[config.mk]
export PLATFORM = sky130hd
export DESIGN_NAME = pwm_duty_decoder
export DESIGN_NICKNAME = d
export VERILOG_FILES = /design/src/rtl/pwm_duty_decoder.sv
export SDC_FILE = /design/constraint.sdc
export NUM_CORES = 1
export LEC_CHECK = 0
export BUFFER_PORTS_ARGS = -buffer_cell sky130_fd_sc_hd__buf_2
export CORE_MARGIN = 3
export CORE_UTILIZATION = 30
export CTS_BUF_LIST = sky130_fd_sc_hd__clkbuf_8 sky130_fd_sc_hd__clkbuf_16
export DETAILED_ROUTE_END_ITERATION = 10
export MAX_ROUTING_LAYER = met4
export PLACE_DENSITY = 0.43
export SYNTH_ARGS = -nofsm -noshare
export SYNTH_HDL_FRONTEND = slang
export SYNTH_SLANG_ARGS = --single-unit
[constraint.sdc]
create_clock -name clk -period 5 [get_ports clk]
set_clock_uncertainty 0.2 [all_clocks]
set_input_delay 1 -clock clk [delete_from_list [all_inputs] [get_ports clk]]
set_output_delay 1 -clock clk [all_outputs]
set_load 0.05 [all_outputs]
[src/rtl/pwm_duty_decoder.sv]
// -----------------------------------------------------------------------------
// pwm_duty_decoder
//
// Measures an incoming PWM waveform and reports its duty cycle in tenths
// (0..10), along with the raw period and high time in clock cycles.
//
// A measurement spans rising edge to rising edge. At each rising edge (while
// measuring) the period/high-time counters are snapshotted into a small
// sequential divider that computes floor(10*high/period), one quotient bit per
// clock. If the divider is still busy when the next rising edge arrives, that
// snapshot is dropped and the sticky overrun flag is raised.
//
// If the input shows no edge for TIMEOUT clocks the block declares the signal
// stuck. It reports 0% or 100% according to the static level and zeroes
// period/high_time. It pulses valid once, aborts any running division and
// re-arms. The next rising edge clears stuck.
//
// Parameters
//   CNT_W    width of the period and high-time counters (saturating)
//   TIMEOUT  clocks without any pwm_in edge before stuck is declared
//
// Ports
//   clk        in   single clock, all state on rising edge
//   rst_n      in   asynchronous assert, active-low reset
//   pwm_in     in   PWM input, asynchronous to clk
//   clr_ovr    in   synchronous clear of the overrun flag
//   duty       out  duty cycle in tenths, 0..10
//   period     out  last measured period in clocks (0 only while stuck)
//   high_time  out  last measured high time in clocks
//   valid      out  one-cycle pulse when duty/period/high_time update
//   busy       out  divider running
//   overrun    out  sticky: a measurement was dropped
//   stuck      out  pwm_in has been static for TIMEOUT clocks
// -----------------------------------------------------------------------------
module pwm_duty_decoder #(
    parameter int CNT_W   = 16,
    parameter int TIMEOUT = 1000
) (
    input  logic             clk,
    input  logic             rst_n,
    input  logic             pwm_in,
    input  logic             clr_ovr,
    output logic [3:0]       duty,
    output logic [CNT_W-1:0] period,
    output logic [CNT_W-1:0] high_time,
    output logic             valid,
    output logic             busy,
    output logic             overrun,
    output logic             stuck
);

    // The dividend is 10*high, which needs 4 more bits than the counters.
    localparam int DIV_W = CNT_W + 4;

    // The idle counter is sized from TIMEOUT alone. This lets a narrow
    // measurement counter coexist with a long stuck timeout.
    localparam int IDLE_W = (TIMEOUT < 2) ? 1 : $clog2(TIMEOUT + 1);

    localparam logic [CNT_W-1:0]  CNT_MAX    = '1;
    localparam logic [CNT_W-1:0]  CNT_ONE    = CNT_W'(1);
    localparam logic [IDLE_W-1:0] IDLE_LIMIT = IDLE_W'(TIMEOUT);
    localparam logic [IDLE_W-1:0] IDLE_ONE   = IDLE_W'(1);
    localparam logic [3:0]        DUTY_FULL  = 4'd10;

    typedef enum logic {
        ARMED = 1'b0,
        MEAS  = 1'b1
    } state_t;

    // -------------------------------------------------------------------------
    // Input synchronizer plus one history stage for edge detection
    // -------------------------------------------------------------------------
    logic s1_reg;
    logic s2_reg;
    logic s3_reg;

    always_ff @(posedge clk or negedge rst_n) begin
        if (!rst_n) begin
            s1_reg <= 1'b0;
            s2_reg <= 1'b0;
            s3_reg <= 1'b0;
        end else begin
            s1_reg <= pwm_in;
            s2_reg <= s1_reg;
            s3_reg <= s2_reg;
        end
    end

    logic rise;
    logic fall;

    assign rise = s2_reg & ~s3_reg;
    assign fall = ~s2_reg & s3_reg;

    // -------------------------------------------------------------------------
    // Idle (stuck) detection
    // -------------------------------------------------------------------------
    logic [IDLE_W-1:0] idle_reg;
    logic [IDLE_W-1:0] idle_next;
    logic              stuck_event;

    always_comb begin
        idle_next = idle_reg;
        if (rise || fall) begin
            idle_next = '0;
        end else if (idle_reg != IDLE_LIMIT) begin
            idle_next = idle_reg + IDLE_ONE;
        end
    end

    // Fires only on the edge where the counter first reaches the limit.
    // The counter then parks there, so the stuck report is not repeated
    // until an input edge restarts the count.
    assign stuck_event = (idle_next == IDLE_LIMIT) && (idle_reg != IDLE_LIMIT);

    always_ff @(posedge clk or negedge rst_n) begin
        if (!rst_n) begin
            idle_reg <= '0;
        end else begin
            idle_reg <= idle_next;
        end
    end

    // -------------------------------------------------------------------------
    // Measurement FSM: state register / next-state logic / output decode
    // -------------------------------------------------------------------------
    state_t state_reg;
    state_t state_next;

    logic cnt_load;   // reload both counters to 1 (a rising edge was seen)
    logic cnt_run;    // advance counters for one more clock of this period
    logic snap_req;   // a full period just completed; offer it to the divider

    always_ff @(posedge clk or negedge rst_n) begin
        if (!rst_n) begin
            state_reg <= ARMED;
        end else begin
            state_reg <= state_next;
        end
    end

    always_comb begin
        state_next = state_reg;
        if (stuck_event) begin
            state_next = ARMED;
        end else begin
            case (state_reg)
                ARMED:   if (rise) state_next = MEAS;
                MEAS:    state_next = MEAS;
                default: state_next = ARMED;
            endcase
        end
    end

    // The first rise after arming only starts the counters. There is no
    // complete period behind it yet, so it takes no snapshot.
    always_comb begin
        cnt_load = 1'b0;
        cnt_run  = 1'b0;
        snap_req = 1'b0;
        if (!stuck_event) begin
            case (state_reg)
                ARMED: begin
                    cnt_load = rise;
                end
                MEAS: begin
                    if (rise) begin
                        cnt_load = 1'b1;
                        snap_req = 1'b1;
                    end else begin
                        cnt_run = 1'b1;
                    end
                end
                default: begin
                    cnt_load = 1'b0;
                end
            endcase
        end
    end

    // -------------------------------------------------------------------------
    // Period / high-time counters (saturating)
    // -------------------------------------------------------------------------
    logic [CNT_W-1:0] period_cnt_reg;
    logic [CNT_W-1:0] period_cnt_next;
    logic [CNT_W-1:0] high_cnt_reg;
    logic [CNT_W-1:0] high_cnt_next;

    // Both counters start at 1 on the same edge and both saturate at the
    // same ceiling. Therefore high_cnt never exceeds period_cnt, and the
    // quotient can never exceed 10.
    always_comb begin
        period_cnt_next = period_cnt_reg;
        high_cnt_next   = high_cnt_reg;
        if (cnt_load) begin
            period_cnt_next = CNT_ONE;
            high_cnt_next   = CNT_ONE;
        end else if (cnt_run) begin
            if (period_cnt_reg != CNT_MAX) begin
                period_cnt_next = period_cnt_reg + CNT_ONE;
            end
            if (s2_reg && (high_cnt_reg != CNT_MAX)) begin
                high_cnt_next = high_cnt_reg + CNT_ONE;
            end
        end
    end

    always_ff @(posedge clk or negedge rst_n) begin
        if (!rst_n) begin
            period_cnt_reg <= '0;
            high_cnt_reg   <= '0;
        end else begin
            period_cnt_reg <= period_cnt_next;
            high_cnt_reg   <= high_cnt_next;
        end
    end

    // -------------------------------------------------------------------------
    // Divider: floor(10*high / period), restoring, 4 quotient bits MSB first
    // -------------------------------------------------------------------------
    logic [DIV_W-1:0] rem_reg;        // running remainder
    logic [CNT_W-1:0] div_reg;        // divisor (snapshotted period)
    logic [3:0]       quot_reg;       // quotient bits resolved so far
    logic [1:0]       step_reg;       // weight of the quotient bit being resolved
    logic             busy_reg;
    logic [CNT_W-1:0] snap_period_reg;
    logic [CNT_W-1:0] snap_high_reg;

    logic [DIV_W-1:0] times_ten;
    logic [DIV_W-1:0] div_shift;
    logic             trial_fits;
    logic [DIV_W-1:0] rem_step;
    logic [3:0]       quot_step;
    logic             snap_accept;
    logic             ovr_event;

    // 10*h = 8*h + 2*h. This avoids a generic multiplier.
    assign times_ten = (DIV_W'(high_cnt_reg) << 3) + (DIV_W'(high_cnt_reg) << 1);

    // Because high <= period, the dividend is below 16*period.
    // Four trial subtractions at weights 8,4,2,1 therefore cover the
    // entire quotient.
    always_comb begin
        div_shift            = DIV_W'(div_reg) << step_reg;
        trial_fits           = (rem_reg >= div_shift);
        rem_step             = trial_fits ? (rem_reg - div_shift) : rem_reg;
        quot_step            = quot_reg;
        quot_step[step_reg]  = trial_fits;
    end

    assign snap_accept = snap_req & ~busy_reg;
    assign ovr_event   = snap_req &  busy_reg;

    // -------------------------------------------------------------------------
    // Result registers
    // -------------------------------------------------------------------------
    logic [3:0]       duty_reg;
    logic [CNT_W-1:0] period_reg;
    logic [CNT_W-1:0] high_time_reg;
    logic             valid_reg;
    logic             stuck_reg;

    always_ff @(posedge clk or negedge rst_n) begin
        if (!rst_n) begin
            rem_reg         <= '0;
            div_reg         <= '0;
            quot_reg        <= '0;
            step_reg        <= '0;
            busy_reg        <= 1'b0;
            snap_period_reg <= '0;
            snap_high_reg   <= '0;
            duty_reg        <= '0;
            period_reg      <= '0;
            high_time_reg   <= '0;
            valid_reg       <= 1'b0;
            stuck_reg       <= 1'b0;
        end else if (stuck_event) begin
            // Stuck overrides everything. Any division in flight is
            // abandoned and must not deliver its result afterwards.
            busy_reg      <= 1'b0;
            valid_reg     <= 1'b1;
            stuck_reg     <= 1'b1;
            duty_reg      <= s2_reg ? DUTY_FULL : 4'd0;
            period_reg    <= '0;
            high_time_reg <= '0;
        end else begin
            valid_reg <= 1'b0;
            if (rise) begin
                stuck_reg <= 1'b0;
            end

            if (snap_accept) begin
                rem_reg         <= times_ten;
                div_reg         <= period_cnt_reg;
                snap_period_reg <= period_cnt_reg;
                snap_high_reg   <= high_cnt_reg;
                quot_reg        <= '0;
                step_reg        <= 2'd3;
                busy_reg        <= 1'b1;
            end else if (busy_reg) begin
                rem_reg  <= rem_step;
                quot_reg <= quot_step;
                step_reg <= step_reg - 2'd1;
                if (step_reg == 2'd0) begin
                    // The last bit has just resolved. Publish all three
                    // results together, so a consumer sampling on valid
                    // sees a consistent set.
                    busy_reg      <= 1'b0;
                    valid_reg     <= 1'b1;
                    duty_reg      <= quot_step;
                    period_reg    <= snap_period_reg;
                    high_time_reg <= snap_high_reg;
                end
            end
        end
    end

    // -------------------------------------------------------------------------
    // Sticky overrun: a dropped snapshot beats a clear in the same cycle
    // -------------------------------------------------------------------------
    logic overrun_reg;
    logic overrun_next;

    always_comb begin
        overrun_next = overrun_reg;
        if (ovr_event) begin
            overrun_next = 1'b1;
        end else if (clr_ovr) begin
            overrun_next = 1'b0;
        end
    end

    always_ff @(posedge clk or negedge rst_n) begin
        if (!rst_n) begin
            overrun_reg <= 1'b0;
        end else begin
            overrun_reg <= overrun_next;
        end
    end

    // -------------------------------------------------------------------------
    // Outputs
    // -------------------------------------------------------------------------
    assign duty      = duty_reg;
    assign period    = period_reg;
    assign high_time = high_time_reg;
    assign valid     = valid_reg;
    assign busy      = busy_reg;
    assign overrun   = overrun_reg;
    assign stuck     = stuck_reg;

endmodule

==> results.tsv, run 1 <==
metric	value	unit
status	finished clean	
Post-Syn Nets	930	
Mapped Area	0.008493	mm^2
origin of the critical flop-to-flop path	step_reg[1]	
EDFF count, synth	0	
sequential power share	29.0	%
most frequent cells after synthesis	dfrtp_1 (143), nand2_1 (132), nor2_1 (60)	
setup TNS	0	ps
Max Transition Viols Final	0	
Area after DPL	0.008991	mm^2
Syn Area/Cell	9.629	um^2
crit-path max FO	17	
Initial DRC Count	344	
Worst path max stage delay	680	ps
ANT nets after route	0	
Cells after DPL	1267	
Reg2Reg Depth	12	
Power Density	577.8	mW/mm^2
post-synthesis sequential area ratio	42.13	%
reg2reg end	rem_reg[12]	
sw frac	42.35	%
Synth top area share	42.13	%
HP Class	register to register	
crit end category	register	
max-cap violation count	0	
hold path startpoint	s1_reg	
drc violations	0	
Vias	6441	
r2r setup slk	740	ps
post-DP HPWL	15970	um
Layout area overhead	12.63	%
layout cells sized above 1	14.13	%
Pleak	0.004389	uW
VDD IR-drop max	0.2784	mV
Yosys reg bits	143	
Worst-Margin Slew	865.4	ps
Design Area, Final	0.009565	mm^2
total CTS buffers	17	
final WL	22620	um
DRT Pass-1 Iters	5	
combinational power share	48.5	%
clock tree buffer depth	2	
Synth area leaders	dfrtp_1 (42%), ha_1 (6.2%), nand2_1 (5.8%)	
fill cell count	2805	
# clock sinks	143	
Finished Layout Cells	1300	
final hold violations	0	
net load switching power	2340	uW
RSZ-0062 raised after global routing	no	
Synth Instances	882	
Distinct cells, synth	75	
initial antenna violation count	1	
Final nets	962	
total track usage	15.77	%
Die X	174.3	um
post-CTS setup buffer count	0	
global-route wire length before repair	37090	um
Placer Congestion	0.8337	
Setup violations, final	0	
Core Area	0.02740	mm^2
Hold Buf Count CTS	0	
num ports	44	
Async S/R FF share, synth	100.0	%
die area	0.03036	mm^2
FMAX	234.7	MHz
Row Count	60	
TritonCTS clock tree	built	
buffers added on ports	43	
most frequent cell after synthesis	dfrtp_1	
CP Cell Sequence	inv_1, and3_1, ha_1, fa_1, nor2b_1, o31a_1, o211a_1, o21ai_1, a21oi_1, o221ai_2, nor2_4, mux2_2	
max reg flops	20	
WP data arrival	4370	ps
# resized after CTS	0	
multi-input logic area	0.004507	mm^2
clk root buf	clkbuf_16	
Setup CP Type	register to register	
vias in the first global route	6594	
Max-slew headroom	42.25	%
leading area contributor after synthesis	dfrtp_1	
Clock power frac	22.5	%
ys flop type	dfrtp_1	
drt wl/cell	17.40	um
Final min period	4260	ps
via density per instance	4.955	
CP max stage cell	dfrtp_1	
yosys warns	0	
die height	174.3	um
WP data required	5110	ps
H-Tree Depth	4	
Startpoint Class	register	
pin count of the biggest net entering global routing	75	
worst hold path depth	0	
Clock Pin Slew Worst Setup and Hold Paths	60	ps
FF+latch area	0.003578	mm^2
grt ovf	0	
hold worst-path end	s2_reg	
Worst-Skew Late Latency	430	ps
Pint	3186	uW
Initial Util	31.00	%
part of the cycle the worst path needs	85.21	%
cell type report:
class	instances	area share (%)
multi-input cells	662	47.12
flip-flops and latches	143	37.41
inverters	39	1.530
clock inverters	15	1.530
clock buffers	17	4.447
well taps	372	4.866
diodes	1	0.02616
repair buffers	51	3.074
cells by family (layout without fill, tap and decap cells):
logic type	after synthesis	count (layout)	share of synthesized area (%)
multiplexers	38	38	6.394
other	0	1	0
buffers and inverters	77	122	4.802
AND/OR/NAND/NOR	331	331	19.21
AO/OA/AOI/OAI	201	201	15.85
flip-flops	143	143	42.13
XOR/XNOR	48	48	4.950
adder cells (fa/ha/maj)	44	44	6.659
cells in the final DEF, fill, tap and decap left out, drive strengths merged, types with 5 or more instances in the layout:
master  instances
a22o           30
nor2           61
mux4            8
nand2b         11
mux2           20
xnor2          36
nand3          23
o211ai          7
buf            51
nor3           23
mux2i          10
and3           11
and2           12
ha             42
nor2b           8
a21oi          41
o21ai          58
inv            45
nand2         133
a211oi          8
a21o            8
xor2           12
a31oi           5
clkinv          8
dfrtp         143
or3            19
nand4          10
o21a           10
o31ai           8
clkbuf         17
power groups by stage:
stage	registers, uW	clock network (uW)	logic (uW)
2_1_floorplan	1700	0	2010
3_3_place_gp	1620	0	2690
3_5_place_dp	1620	0	2680
4_1_cts	1600	1280	2690
5_1_grt	1640	1330	3000
6_report	1600	1250	2680
metrics by stage:
stage	util (%)	hold slack [ps]	power [uW]	worst slack [ps]
after floorplan	-	131.2	3718	1060
after global placement	32.81	136.5	4311	859.7
after detailed placement	32.81	135.5	4303	726.7
after CTS	34.90	150.2	5582	686.4
after global routing	34.91	159.0	5973	427.8
final	34.91	148.1	5526	739.6
worst max-delay path: cells and delay by family, from the launching register on:
family	cells	cell delay [ps]
buf+inv	1	210
mux	1	400
flops	1	680
compound gates	5	1040
fa+ha+maj	2	610
simple gates	3	990
per-layer routing:
metal | share of wire [%] | GRT usage, % | vias to the layer above
met1 | 50 | 21.24 | 3138
li1 | - | - | 3200
met4 | 1.7 | 4.323 | 0
met5 | 0 | - | -
met2 | 45 | 24.53 | 78
met3 | 2.7 | 2.796 | 25
how the worst max path moves through the flow:
stage                           start           to  slack, ps  cells after the start
after detailed placement  step_reg[1]  rem_reg[12]        730                     12
after global placement    step_reg[1]  rem_reg[12]        860                     12
after global routing      step_reg[1]  rem_reg[12]        430                     12
final                     step_reg[1]  rem_reg[12]        740                     12
after floorplan           step_reg[1]  rem_reg[10]       1060                     15
after CTS                 step_reg[1]  rem_reg[12]        690                     12
Note: power is estimated with default switching activity, not from simulation.
==> inputs of run 2 (changes only) <==
==> constraint.sdc (replaced) <==
create_clock -name clk -period 5 [get_ports clk]
set_clock_uncertainty 0.2 [all_clocks]
set_input_delay 0.5 -clock clk [delete_from_list [all_inputs] [get_ports clk]]
set_output_delay 0.5 -clock clk [all_outputs]
set_load 0.05 [all_outputs]
==> results.tsv, run 2 (synthesis results as in run 1) <==
metric	value	unit
layout cells sized above 1	14.19	%
part of the cycle the worst path needs	81.16	%
final hold violations	0	
delay-heaviest family, CP	multiplexers	
DRT Pass-1 Iters	5	
Vias	6446	
Finished Layout Cells	1302	
max-cap violation count	0	
Final min period	4058	ps
Power Density	579.5	mW/mm^2
Layout area overhead	13.08	%
VDD IR-drop max	0.2531	mV
crit end category	register	
Core Area	0.02740	mm^2
Startpoint Class	register	
Setup WS pre-CTS	919.9	ps
RSZ-0062 raised after global routing	no	
Cells after DPL	1268	
initial antenna violation count	0	
CP Cell Sequence	buf_4, mux4_2, inv_1, ha_1, nand3_1, o211ai_1, a31o_2, nor2_1, a21oi_1, o221ai_2, nor2_4, mux2_2	
ANT cells	0	
Initial Util	31.00	%
Setup CP Type	register to register	
WP data arrival	4160	ps
Max Transition Viols Final	0	
Worst-Skew Late Latency	430	ps
# clock sinks	143	
Clock power frac	23.3	%
TritonCTS clock tree	built	
sw frac	41.77	%
FF+latch area	0.003578	mm^2
Pint	3241	uW
Row Count	60	
post-DP HPWL	16030	um
WP data required	5110	ps
FMAX	246.4	MHz
clock tree buffer depth	2	
Final nets	965	
Worst path max stage delay	600	ps
setup TNS	0	ps
Clock Pin Slew Worst Setup and Hold Paths	70	ps
metal2 WL	10230	um
HP Class	input pin to register	
H-Tree Depth	4	
Setup violations, final	0	
vias in the first global route	6515	
Placer Congestion	0.8291	
buffers plus inverters on the worst setup path	2	
Initial DRC Count	376	
max reg flops	20	
buffers added on ports	43	
ANT nets after route	0	
num ports	44	
status	finished clean	
die height	174.3	um
global-route wire length before repair	37110	um
uppermost routed layer	met4	
fill cell count	2820	
Die X	174.3	um
met3 WL post-DR	454	um
most frequent cells in the layout	dfrtp_1 (143), nand2_1 (132), nor2_1 (60)	
final worst slack	942.0	ps
Worst-Margin Slew	991.1	ps
Max-slew headroom	33.86	%
commonest non-fill, non-tap cell in the layout	dfrtp_1	
grt ovf	0	
M1 WL	11510	um
CP max stage cell	nor2_4	
via density per instance	4.951	
drc violations	0	
Pleak	0.004405	uW
total CTS buffers	17	
total track usage	15.78	%
combinational power share	48.1	%
die area	0.03036	mm^2
crit-path max FO	19	
# resized after CTS	0	
net load switching power	2324	uW
clk root buf	clkbuf_16	
hold_ws	60.15	ps
sequential power share	28.6	%
final WL	22580	um
multi-input logic area	0.004507	mm^2
drt wl/cell	17.34	um
pin count of the biggest net entering global routing	51	
run 2: power groups by stage:
stage / registers [uW] / logic [uW] / clock network (uW)
6_report: 1590 / 2670 / 1300
5_1_grt: 1630 / 3010 / 1400
4_1_cts: 1590 / 2700 / 1340
3_5_place_dp: 1610 / 2680 / 0
3_3_place_gp: 1620 / 2690 / 0
2_1_floorplan: 1700 / 2010 / 0
run 2: layer usage:
layer | vias up | track usage (%)
met1 | 3111 | 21.55
met3 | 25 | 2.403
met5 | - | -
li1 | 3228 | -
met4 | 0 | 4.491
met2 | 82 | 24.40
run 2: path summary, 6_finish.rpt:
check	startpoint	endpoint	slack, ps	cells after the start
max	step_reg[0]	rem_reg[14]	940	12
min	clr_ovr	overrun	60	2
max reg2reg	step_reg[0]	rem_reg[14]	940	12
min reg2reg	s1_reg	s2_reg	160	0
max in group asynchronous	rst_n	snap_high_reg[6]	3180	3
min in group asynchronous	rst_n	high_time[0]	380	2
run 2: cell type report:
class / count / area share (%)
inverter: 39 / 1.524
sequential: 143 / 37.26
timing repair buffer: 54 / 3.218
tap: 372 / 4.846
clock inverter: 15 / 1.798
multi-input combinational: 662 / 46.93
clock buffer: 17 / 4.429
run 2: repair_timing:
item | CTS | global route
hold buffers | 2 | 0
setup buffers | 0 | 0
endpoints found under the hold margin | 48 | 0
run 2: per-stage QoR:
step,util [%],total power [uW],area (um^2)
floorplan,-,3718,8493
global placement,32.79,4309,8986
detailed placement,32.79,4293,8986
CTS,35.05,5627,9604
global route,35.05,6035,9604
finish,35.05,5565,9604
